$ cat src/rtl/microwave_ctrl_param_pkg.sv
// Shared definitions for the microwave controller.
// Contents: FSM state encoding, keypad width, BCD and 7-segment constants,
// the power-level duty table and small keypad helper functions.
package microwave_ctrl_param_pkg;

  // Controller states; the encoding is visible on state_o.
  typedef enum logic [1:0] {
    ST_IDLE  = 2'd0,
    ST_COOK  = 2'd1,
    ST_PAUSE = 2'd2,
    ST_DONE  = 2'd3
  } state_e;

  localparam int unsigned KEYS = 32'd10;

  localparam logic [3:0] BCD_NINE     = 4'd9;
  localparam logic [3:0] SEC_TENS_MAX = 4'd5;
  localparam logic [3:0] SEC_TENS_LIM = 4'd6;

  // Active-high gfedcba patterns.
  localparam logic [6:0] SEG_ZERO  = 7'h3F;
  localparam logic [6:0] SEG_BLANK = 7'h00;

  // Magnetron on-time in tenths of the duty window for each power_sel code.
  function automatic int unsigned pwr_tenths(input logic [1:0] sel);
    case (sel)
      2'd0:    return 32'd10;
      2'd1:    return 32'd7;
      2'd2:    return 32'd5;
      default: return 32'd3;
    endcase
  endfunction

  // True when exactly one key line is asserted.
  function automatic logic is_onehot(input logic [KEYS-1:0] v);
    return (v != {KEYS{1'b0}}) && ((v & (v - {{(KEYS-1){1'b0}}, 1'b1})) == {KEYS{1'b0}});
  endfunction

  // Index of the asserted key line; only meaningful for one-hot input.
  function automatic logic [3:0] onehot_to_bcd(input logic [KEYS-1:0] v);
    logic [3:0] r;
    r = 4'd0;
    for (int k = 0; k < KEYS; k++) begin
      r = v[k] ? 4'(k) : r;
    end
    return r;
  endfunction

endpackage

$ cat src/rtl/microwave_ctrl_param_if.sv
// Front-panel / display bundle of the microwave controller.
// master: panel side (drives keys, buttons, door, power select).
// slave : controller side (drives digits, segments, magnetron, status).
// digits_bcd = {min..., sec_tens, sec_ones}; segs uses the same digit order.
interface microwave_ctrl_param_if
  import microwave_ctrl_param_pkg::*;
#(
  parameter int MIN_DIGITS = 1
);
  localparam int D = MIN_DIGITS + 2;

  logic [KEYS-1:0] keypad;
  logic            startn;
  logic            stopn;
  logic            clearn;
  logic            door_closed;
  logic [1:0]      power_sel;
  logic [4*D-1:0]  digits_bcd;
  logic [7*D-1:0]  segs;
  logic            mag_on;
  logic            timer_done;
  logic [1:0]      state_o;

  modport master (
    output keypad, startn, stopn, clearn, door_closed, power_sel,
    input  digits_bcd, segs, mag_on, timer_done, state_o
  );

  modport slave (
    input  keypad, startn, stopn, clearn, door_closed, power_sel,
    output digits_bcd, segs, mag_on, timer_done, state_o
  );
endinterface

$ cat src/rtl/microwave_ctrl_param_bcd_to_7seg.sv
// BCD digit to 7-segment decoder.
// i_bcd : 4-bit BCD digit
// o_seg : active-high gfedcba; codes above 9 are blanked
module microwave_ctrl_param_bcd_to_7seg
  import microwave_ctrl_param_pkg::*;
(
  input  logic [3:0] i_bcd,
  output logic [6:0] o_seg
);

  // Segment lookup.
  always_comb begin
    case (i_bcd)
      4'd0:    o_seg = SEG_ZERO;
      4'd1:    o_seg = 7'h06;
      4'd2:    o_seg = 7'h5B;
      4'd3:    o_seg = 7'h4F;
      4'd4:    o_seg = 7'h66;
      4'd5:    o_seg = 7'h6D;
      4'd6:    o_seg = 7'h7D;
      4'd7:    o_seg = 7'h07;
      4'd8:    o_seg = 7'h7F;
      4'd9:    o_seg = 7'h6F;
      default: o_seg = SEG_BLANK;
    endcase
  end

endmodule

$ cat src/rtl/microwave_ctrl_param.sv
// Microwave cooking controller: debounced keypad entry, BCD MM:SS timer with
// normalisation on start, IDLE/COOK/PAUSE/DONE FSM and magnetron duty cycling.
// clock  : system clock, rising edge
// resetn : synchronous active-low reset
// bus    : panel/display bundle (slave side), see microwave_ctrl_param_if
module microwave_ctrl_param
  import microwave_ctrl_param_pkg::*;
#(
  parameter int MIN_DIGITS = 1,
  parameter int TICK_DIV   = 100,
  parameter int DEBOUNCE   = 4,
  parameter int PWR_WINDOW = 10
) (
  input logic                   clock,
  input logic                   resetn,
  microwave_ctrl_param_if.slave bus
);

  localparam int D      = MIN_DIGITS + 2;
  localparam int TICK_W = $clog2(TICK_DIV + 1);
  localparam int DB_W   = $clog2(DEBOUNCE + 2);
  localparam int WIN_W  = $clog2(PWR_WINDOW + 1);

  localparam logic [WIN_W-1:0] ON_SECS_0 = WIN_W'(PWR_WINDOW * pwr_tenths(2'd0) / 10);
  localparam logic [WIN_W-1:0] ON_SECS_1 = WIN_W'(PWR_WINDOW * pwr_tenths(2'd1) / 10);
  localparam logic [WIN_W-1:0] ON_SECS_2 = WIN_W'(PWR_WINDOW * pwr_tenths(2'd2) / 10);
  localparam logic [WIN_W-1:0] ON_SECS_3 = WIN_W'(PWR_WINDOW * pwr_tenths(2'd3) / 10);

  state_e                r_state, w_state_nxt;
  logic [D-1:0][3:0]     r_dig, w_dig_nxt, w_dig_norm, w_dig_dec;
  logic [D-1:0][6:0]     r_segs, w_segs_nxt;
  logic                  r_start_d, r_stop_d, r_clear_d;
  logic                  w_start_edge, w_stop_edge, w_clear_edge;
  logic [TICK_W-1:0]     r_tick;
  logic                  w_tick_wrap;
  logic [WIN_W-1:0]      r_win, w_on_secs;
  logic                  w_win_clr, w_sec_step;
  logic [KEYS-1:0]       r_key_last;
  logic [DB_W-1:0]       r_db_cnt, w_db_run;
  logic                  r_armed, w_db_hit, w_key_onehot, w_key_acc;
  logic [3:0]            w_key_bcd;
  logic                  r_mag, r_done;
  logic                  w_time_nz, w_min_all9, w_carry, w_borrow, w_dec_zero;

  // Buttons act on their 1->0 transition.
  assign w_start_edge = r_start_d & ~bus.startn;
  assign w_stop_edge  = r_stop_d  & ~bus.stopn;
  assign w_clear_edge = r_clear_d & ~bus.clearn;

  assign w_time_nz    = (r_dig != {(4*D){1'b0}});
  assign w_tick_wrap  = (r_state == ST_COOK) && (r_tick == TICK_W'(TICK_DIV - 1));
  assign w_key_onehot = is_onehot(bus.keypad);
  assign w_key_bcd    = onehot_to_bcd(bus.keypad);

  // Length of the current run of identical keypad samples, this cycle included.
  always_comb begin
    if (bus.keypad == r_key_last) begin
      w_db_run = r_db_cnt + DB_W'(1);
    end else begin
      w_db_run = DB_W'(1);
    end
  end

  // A hit fires once, on the cycle the run reaches DEBOUNCE; the stored count
  // saturates at DEBOUNCE so a held key cannot hit again.
  assign w_db_hit  = (w_db_run == DB_W'(DEBOUNCE));
  assign w_key_acc = w_db_hit && r_armed && w_key_onehot;

  // Keypad debounce state and rearm latch.
  always_ff @(posedge clock) begin
    if (!resetn) begin
      r_key_last <= {KEYS{1'b0}};
      r_db_cnt   <= {DB_W{1'b0}};
      r_armed    <= 1'b1;
    end else begin
      r_key_last <= bus.keypad;
      r_db_cnt   <= (w_db_run > DB_W'(DEBOUNCE)) ? DB_W'(DEBOUNCE) : w_db_run;
      if (w_db_hit && w_key_onehot) begin
        r_armed <= 1'b0;
      end else if (w_db_hit && (bus.keypad == {KEYS{1'b0}})) begin
        r_armed <= 1'b1;
      end else begin
        r_armed <= r_armed;
      end
    end
  end

  // Start-time normalisation: fold sec_tens >= 6 into one more minute, or
  // clamp to xx:59 when the minutes cannot grow.
  always_comb begin
    w_dig_norm = r_dig;
    w_min_all9 = 1'b1;
    w_carry    = 1'b1;
    for (int i = 2; i < D; i++) begin
      w_min_all9 = w_min_all9 & (r_dig[i] == BCD_NINE);
    end
    if (r_dig[1] >= SEC_TENS_LIM) begin
      if (w_min_all9) begin
        w_dig_norm[1] = SEC_TENS_MAX;
        w_dig_norm[0] = BCD_NINE;
      end else begin
        w_dig_norm[1] = r_dig[1] - SEC_TENS_LIM;
        for (int i = 2; i < D; i++) begin
          if (w_carry && (r_dig[i] == BCD_NINE)) begin
            w_dig_norm[i] = 4'd0;
          end else if (w_carry) begin
            w_dig_norm[i] = r_dig[i] + 4'd1;
            w_carry       = 1'b0;
          end else begin
            w_dig_norm[i] = r_dig[i];
          end
        end
      end
    end else begin
      w_dig_norm = r_dig;
    end
  end

  // One-second BCD decrement; sec_tens wraps to 5, every other digit to 9.
  always_comb begin
    w_dig_dec = r_dig;
    w_borrow  = 1'b1;
    for (int i = 0; i < D; i++) begin
      if (w_borrow && (r_dig[i] != 4'd0)) begin
        w_dig_dec[i] = r_dig[i] - 4'd1;
        w_borrow     = 1'b0;
      end else if (w_borrow) begin
        w_dig_dec[i] = (i == 1) ? SEC_TENS_MAX : BCD_NINE;
      end else begin
        w_dig_dec[i] = r_dig[i];
      end
    end
    w_dec_zero = (w_dig_dec == {(4*D){1'b0}});
  end

  // Next state and next time. Priority: clear > door open > stop > start.
  always_comb begin
    w_state_nxt = r_state;
    w_dig_nxt   = r_dig;
    w_win_clr   = 1'b0;
    w_sec_step  = 1'b0;
    case (r_state)
      ST_IDLE, ST_DONE: begin
        if (w_clear_edge) begin
          w_dig_nxt   = {(4*D){1'b0}};
          w_state_nxt = ST_IDLE;
        end else if (w_start_edge && bus.door_closed && w_time_nz) begin
          w_dig_nxt   = w_dig_norm;
          w_state_nxt = ST_COOK;
          w_win_clr   = 1'b1;
        end else if (w_key_acc) begin
          w_dig_nxt   = {r_dig[D-2:0], w_key_bcd};
          w_state_nxt = ST_IDLE;
        end else begin
          w_state_nxt = r_state;
        end
      end
      ST_COOK: begin
        if (w_clear_edge) begin
          w_dig_nxt   = {(4*D){1'b0}};
          w_state_nxt = ST_IDLE;
        end else if (!bus.door_closed || w_stop_edge) begin
          w_state_nxt = ST_PAUSE;
        end else if (w_tick_wrap) begin
          w_dig_nxt   = w_dig_dec;
          w_sec_step  = 1'b1;
          w_state_nxt = w_dec_zero ? ST_DONE : ST_COOK;
        end else begin
          w_state_nxt = ST_COOK;
        end
      end
      ST_PAUSE: begin
        if (w_clear_edge) begin
          w_dig_nxt   = {(4*D){1'b0}};
          w_state_nxt = ST_IDLE;
        end else if (w_start_edge && bus.door_closed) begin
          w_state_nxt = ST_COOK;
        end else begin
          w_state_nxt = ST_PAUSE;
        end
      end
      default: begin
        w_state_nxt = ST_IDLE;
        w_dig_nxt   = {(4*D){1'b0}};
      end
    endcase
  end

  // On-time of the duty window for the selected power level.
  always_comb begin
    case (bus.power_sel)
      2'd0:    w_on_secs = ON_SECS_0;
      2'd1:    w_on_secs = ON_SECS_1;
      2'd2:    w_on_secs = ON_SECS_2;
      default: w_on_secs = ON_SECS_3;
    endcase
  end

  // FSM state, time digits and button edge history.
  always_ff @(posedge clock) begin
    if (!resetn) begin
      r_state   <= ST_IDLE;
      r_dig     <= {(4*D){1'b0}};
      r_start_d <= 1'b0;
      r_stop_d  <= 1'b0;
      r_clear_d <= 1'b0;
    end else begin
      r_state   <= w_state_nxt;
      r_dig     <= w_dig_nxt;
      r_start_d <= bus.startn;
      r_stop_d  <= bus.stopn;
      r_clear_d <= bus.clearn;
    end
  end

  // Second prescaler; held at zero outside COOK so each entry starts a full second.
  always_ff @(posedge clock) begin
    if (!resetn) begin
      r_tick <= {TICK_W{1'b0}};
    end else if ((r_state != ST_COOK) || w_tick_wrap) begin
      r_tick <= {TICK_W{1'b0}};
    end else begin
      r_tick <= r_tick + TICK_W'(1);
    end
  end

  // Seconds within the duty window; restarted on a fresh cook, kept across pause.
  always_ff @(posedge clock) begin
    if (!resetn) begin
      r_win <= {WIN_W{1'b0}};
    end else if (w_win_clr) begin
      r_win <= {WIN_W{1'b0}};
    end else if (w_sec_step) begin
      r_win <= (r_win == WIN_W'(PWR_WINDOW - 1)) ? {WIN_W{1'b0}} : r_win + WIN_W'(1);
    end else begin
      r_win <= r_win;
    end
  end

  // One decoder per displayed digit, fed from the next time value so the
  // registered segments stay aligned with digits_bcd.
  for (genvar g = 0; g < D; g++) begin : g_seg
    microwave_ctrl_param_bcd_to_7seg u_seg (
      .i_bcd (w_dig_nxt[g]),
      .o_seg (w_segs_nxt[g])
    );
  end

  // Registered magnetron enable, done flag and segment outputs.
  always_ff @(posedge clock) begin
    if (!resetn) begin
      r_mag  <= 1'b0;
      r_done <= 1'b1;
      r_segs <= {D{SEG_ZERO}};
    end else begin
      r_mag  <= (r_state == ST_COOK) && bus.door_closed && (r_win < w_on_secs);
      r_done <= ((w_state_nxt == ST_IDLE) || (w_state_nxt == ST_DONE)) &&
                (w_dig_nxt == {(4*D){1'b0}});
      r_segs <= w_segs_nxt;
    end
  end

  assign bus.digits_bcd = r_dig;
  assign bus.segs       = r_segs;
  assign bus.mag_on     = r_mag;
  assign bus.timer_done = r_done;
  assign bus.state_o    = r_state;

endmodule
$ cat src/flat_wrapper.sv
// flat-port wrapper written by rule: the top's interface ports become plain ports
module microwave_ctrl_param_flat import microwave_ctrl_param_pkg::*;
#(
  parameter int MIN_DIGITS = 1,
  parameter int TICK_DIV   = 100,
  parameter int DEBOUNCE   = 4,
  parameter int PWR_WINDOW = 10
)
  (clock, resetn, bus_keypad, bus_startn, bus_stopn, bus_clearn, bus_door_closed, bus_power_sel, bus_digits_bcd, bus_segs, bus_mag_on, bus_timer_done, bus_state_o);
  microwave_ctrl_param_if #(.MIN_DIGITS(MIN_DIGITS)) bus_i ();
  input logic clock;
  input logic resetn;
  input wire logic [$bits(bus_i.keypad)-1:0] bus_keypad;
  input wire logic [$bits(bus_i.startn)-1:0] bus_startn;
  input wire logic [$bits(bus_i.stopn)-1:0] bus_stopn;
  input wire logic [$bits(bus_i.clearn)-1:0] bus_clearn;
  input wire logic [$bits(bus_i.door_closed)-1:0] bus_door_closed;
  input wire logic [$bits(bus_i.power_sel)-1:0] bus_power_sel;
  output wire logic [$bits(bus_i.digits_bcd)-1:0] bus_digits_bcd;
  output wire logic [$bits(bus_i.segs)-1:0] bus_segs;
  output wire logic [$bits(bus_i.mag_on)-1:0] bus_mag_on;
  output wire logic [$bits(bus_i.timer_done)-1:0] bus_timer_done;
  output wire logic [$bits(bus_i.state_o)-1:0] bus_state_o;
  assign bus_i.keypad = bus_keypad;
  assign bus_i.startn = bus_startn;
  assign bus_i.stopn = bus_stopn;
  assign bus_i.clearn = bus_clearn;
  assign bus_i.door_closed = bus_door_closed;
  assign bus_i.power_sel = bus_power_sel;
  assign bus_digits_bcd = bus_i.digits_bcd;
  assign bus_segs = bus_i.segs;
  assign bus_mag_on = bus_i.mag_on;
  assign bus_timer_done = bus_i.timer_done;
  assign bus_state_o = bus_i.state_o;
  microwave_ctrl_param #(.MIN_DIGITS(MIN_DIGITS), .TICK_DIV(TICK_DIV), .DEBOUNCE(DEBOUNCE), .PWR_WINDOW(PWR_WINDOW)) u_core (.clock(clock), .resetn(resetn), .bus(bus_i));
endmodule
$ cat config.mk
export PLATFORM = sky130hd
export DESIGN_NAME = microwave_ctrl_param_flat
export DESIGN_NICKNAME = d
export VERILOG_FILES = /design/src/rtl/microwave_ctrl_param_pkg.sv /design/src/rtl/microwave_ctrl_param_if.sv /design/src/rtl/microwave_ctrl_param_bcd_to_7seg.sv /design/src/rtl/microwave_ctrl_param.sv /design/src/flat_wrapper.sv
export SDC_FILE = /design/constraint.sdc
export NUM_CORES = 1
export LEC_CHECK = 0
export CAP_MARGIN = 15
export CORE_ASPECT_RATIO = 0.5
export CORE_MARGIN = 10
export CORE_UTILIZATION = 57
export DETAILED_ROUTE_END_ITERATION = 10
export PLACE_DENSITY = 0.82
export REMOVE_ABC_BUFFERS = 1
export SLEW_MARGIN = 20
export SYNTH_ARGS = -nofsm -noshare
export SYNTH_HDL_FRONTEND = slang
export SYNTH_HIERARCHICAL = 1
export SYNTH_SLANG_ARGS = --single-unit
$ cat constraint.sdc
create_clock -name clock -period 4 [get_ports clock]
set_input_delay 0.6 -clock clock [delete_from_list [all_inputs] [get_ports clock]]
set_output_delay 0.6 -clock clock [all_outputs]
set_load 0.01 [all_outputs]
Yosys cells after proc, flatten, opt, wreduce, memory -nomap -nowiden. Memory sizes are Yosys's and may differ from the RTL's. A register that Yosys moved wholly into a read port is not among the register bits. Cells that the tools add are included.

Bits of input ports: 18. Flip-flop bits (word level): 44. Logic and storage cells: 138. Output and inout port bits: 37. Memories kept: 3. ROM bits: 336.

Memories: (name not given) (words 16, width 7, read ports 1, clocked after Yosys merged registers in 1, wr ports 0, line microwave_ctrl_param_bcd_to_7seg.sv:13) `case (i_bcd)`; (name not given) (words 16, width 7, read ports 1, clocked after Yosys merged registers in 1, wr ports 0, line microwave_ctrl_param_bcd_to_7seg.sv:13); (name not given) (words 16, width 7, read ports 1, clocked after Yosys merged registers in 1, wr ports 0, line microwave_ctrl_param_bcd_to_7seg.sv:13).

Muxes and demuxes: 51. $add $sub $neg: 9. Reduce and logical (&&, ||, !) cells: 37. Order comparisons: 3. Equality and inequality tests: 12. Bitwise operators: 8.

Operator list (count): 2-to-1 mux 12 bit (8); 2-to-1 mux 4 bit (17); one-hot mux 12 bit (3 select lines) (1); logical NOT 12 bit (2); logical NOT 10 bit (2); 2-to-1 mux 2 bit (9); logical AND 1 bit (13); 2-to-1 mux 1 bit (12); one-hot mux 4 bit (3 select lines) (1); nonzero test 12 bit (1); nonzero test 4 bit (3); subtractor 4 x 1 -> 4 bit (second input constant) (3); AND 10 bit (1); == test 10 bit (1); nonzero test 10 bit (1); subtractor 10 x 1 -> 10 bit (second input constant) (1); adder 4 x 1 -> 4 bit (second input constant) (2); == test 2 bit (second input constant) (4); == test 4 bit (second input constant) (2); OR reduction 2 bit (4); adder 7 x 1 -> 7 bit (second input constant) (1); == test 7 bit (second input constant) (1); logical NOT 2 bit (3); 2-to-1 mux 3 bit (2); 14 further kinds (25).

Logic depth before layout (Yosys ltp).
Depth in word-level cells: 15. Gate-level depth with buffers: 16.

Hierarchy. The synthesis kept the hierarchy.

By module, submodules not included: microwave_ctrl_param (instances 1, seq. area each 1301.2 µm², area an instance 3814.9 µm², cells each 459); microwave_ctrl_param_bcd_to_7seg at u_core.g_seg[1].u_seg ... (instances 2, seq. area each 0.0 µm², area an instance 219.0 µm², cells each 28); microwave_ctrl_param_bcd_to_7seg at u_core.g_seg[0].u_seg (instances 1, seq. area each 0.0 µm², area an instance 201.4 µm², cells each 26).

Worst setup path after synthesis. No wires, ideal clock.

Path type: input -> register. Start: in bus_keypad[4]. End: reg u_core.r_segs, in the netlist u_core/bus.segs[10]. Required time: 3.874 ns. Stages on the path: 14. Arrival time: 3.527 ns. Setup slack: 0.346 ns. Path buffers: 1. Cells stage by stage: clkbuf_1 -> or4_4 -> or4b_4 -> a21oi_4 -> o2111a_2 -> a21oi_1 -> o32ai_1 -> inv_1 -> inv_2 -> ha_1 -> nor2_1 -> a21oi_1 -> o22ai_1 -> nand2b_1.

RTL lines: start: declaration (line flat_wrapper.sv:13) `input wire logic [$bits(bus_i.keypad)-1:0] bus_keypad;`; end: declaration (line microwave_ctrl_param.sv:31) `logic [D-1:0][6:0] r_segs, w_segs_nxt;`.

==> metrics <==
number of core rows 22; Final setup viols 0; grt total ovfl 0; cts-stage hold buffer count 0; syn_area_per_cell 8.23 um^2; synthesized netlist cell count 541; Core ar. 7460 um^2; Post-synth EDFFs 0; status finished clean; drt drc 0; CP Launch Type primary input; first-pass GRT wire length 21500 um; DRT iter0 DRCs 443; I/O Pins 55; Ant. Diodes 0; TritonCTS Sinks 65; vias per cell 6.08; RSZ-0062 raised after global routing false; vias in the first global route 4333; cts bufs inserted 9; Synth async-reset ratio 0; Critical Path RT 4.22 ns; Slew @ Worst Pin 0.807 ns; Cell Area, Synth 4450 um^2; GP Congestion 0.968; Slew headroom 0.457; DRT Pass-1 Iters 5; Fin. Hold Viols 0; commonest non-fill, non-tap cell in the layout dfxtp_1; Hold WC Path Type flip-flop to flip-flop; DP Area 5310 um^2; Clk pwr share 0.551; Slew Limit Fails 0; Synth Register Bits 65; max-cap check violation count 0; Synth warnings 6; Routed Antenna Nets 0; Tcrit/Tclk final 0.953; Switching Fraction 0.221; critical path class primary input to flip-flop; worst skew pair latency 0.34 ns; Clock Skew 0.00876 ns; clock slew at reported path FFs 0.06 ns; final instance area 5670 um^2; Worst VDD drop 0.000208 V; Area Overhead vs Synth 27.3%; register area share after synthesis 0.292; initial antenna violation count 0; Fmax 262 MHz; WL final 13100 um; Root Buffer clkbuf_16; top_reg_cell synth dfxtp_1; Sw Pwr 0.374 mW; PwrDens 299 nW/um^2; Int Power 1.32 mW; Seq pwr share 0.389; setup TNS 0 ns; DIE WIDTH 145 um; I/O Buffers 54; die height 82.5 um; Starting Density 0.597; GRT Total Usage 0.219; crit end category flip-flop; average wire per standard cell 17.9 um; Data arrival, critical path 4.03 ns; Combinational Power Share 0.060; minimum clock period 3.81 ns; DIE AREA 12000 um^2; largest net degree at the start of global routing 38; layout cells sized above 1 0.138; post-synth cell types 80; Leakage Power 2.28 nW; CTS tree built; routed vias 4456; Fin Hold WS 0.443 ns; CP max FO 5; H-tree depth 3; Final HPWL DP 9290 um; most frequent cells in the layout 65 x dfxtp_1, 54 x clkdlybuf4s50_1, 43 x buf_4; Nets 675; clk buf depth 2
## what timing repair did
action	4_1_cts	5_1_grt
buffers inserted	0	0
resized for setup	0	1
setup endpoints to repair	0	5
## worst max-delay path, stage by stage
cell	delay [ns]
clkdlybuf4s50_1	0.42
or4_4	0.55
or4b_4	0.55
a21oi_4	0.22
buf_4	0.15
o211ai_2	0.11
o2111a_1	0.29
nor3_2	0.36
inv_1	0.15
ha_1	0.24
mux2i_1	0.16
o22ai_1	0.10
nand2b_1	0.14
## power by group through the flow
stage	sequential, mW	clock [mW]	combinational, mW
2_1_floorplan	0.672	0	0.0433
3_3_place_gp	0.672	0	0.0940
3_5_place_dp	0.672	0	0.0963
4_1_cts	0.659	0.940	0.0992
5_1_grt	0.659	0.972	0.109
6_report	0.659	0.932	0.102
## final cells by class
cell class	instances	area, um^2
clock inverter	7	125
inverter	42	158
clock buffer	9	225
timing repair buffer	97	863
sequential	65	1300
multi-input combinational	405	2860
fill	538	1790
tap	108	135
## logic make-up (layout without fill, tap and decap cells)
family                     after synthesis  in the layout  share of synthesized area
DFF                                     65             65                      0.292
buffers and inverters                   71            155                     0.0666
adders and majority gates               38             38                      0.106
muxes                                    4              4                    0.00899
AOI/OAI and AO/OA                      134            134                      0.215
and+or+nand+nor                        204            204                      0.262
xor gates and xnor gates                25             25                     0.0492
## state kept, by name, summed over array words and instances (netlist names)
| name | cells |
|---|---|
| u_core/bus.digits_bcd | 12 |
| u_core/bus.mag_on | 1 |
| u_core/bus.segs | 21 |
| u_core/bus.state_o | 2 |
| u_core/bus.timer_done | 1 |
| u_core/r_armed | 1 |
| u_core/r_clear_d | 1 |
| u_core/r_db_cnt | 3 |
| u_core/r_key_last | 10 |
| u_core/r_start_d | 1 |
| u_core/r_stop_d | 1 |
| u_core/r_tick | 7 |
| u_core/r_win | 4 |
## metal layers
metal  track usage  routed length (um)
met1         0.269                5750
met2         0.367                5900
met3        0.0608                1250
met4        0.0820                 235
met5             0                   0
## cell usage after synthesis (5+ instances only)
cell type / count / share of area
and3_1: 7 / 0.0098
o22ai_1: 12 / 0.017
nor4_1: 7 / 0.0098
nand2b_1: 24 / 0.034
nor3_1: 10 / 0.011
nor2_1: 42 / 0.035
or4_1: 5 / 0.0084
o21ai_0: 23 / 0.026
xor2_1: 6 / 0.012
nand4_1: 6 / 0.0084
and2_1: 25 / 0.035
dfxtp_1: 65 / 0.29
nand2_1: 28 / 0.024
ha_1: 37 / 0.10
xnor2_1: 19 / 0.037
clkbuf_1: 24 / 0.020
inv_1: 40 / 0.034
a21oi_1: 27 / 0.030
nand3_1: 13 / 0.015
o31ai_1: 8 / 0.013
## path summary, 6_finish.rpt
kind,end,cells after the start,slack (ns),start
setup reg to reg,u_core/bus.segs[14],15,0.39,u_core/bus.digits_bcd[4]
setup / recovery,u_core/bus.segs[19],13,0.19,bus_keypad[1]
hold reg to reg,u_core/r_tick[0],1,0.44,u_core/r_tick[0]
hold / removal,u_core/r_tick[0],1,0.44,u_core/r_tick[0]
## per-stage QoR
stage,setup slack [ns],utilization,total power [mW],cells
2_1_floorplan,0.356,-,0.715,512
3_3_place_gp,-0.0963,0.712,0.766,717
3_5_place_dp,-0.284,0.712,0.769,717
4_1_cts,0.0452,0.759,1.70,733
5_1_grt,0.00400,0.760,1.74,733
6_report,0.187,0.760,1.69,733
No activity file was read; power rests on OpenSTA's default activity.
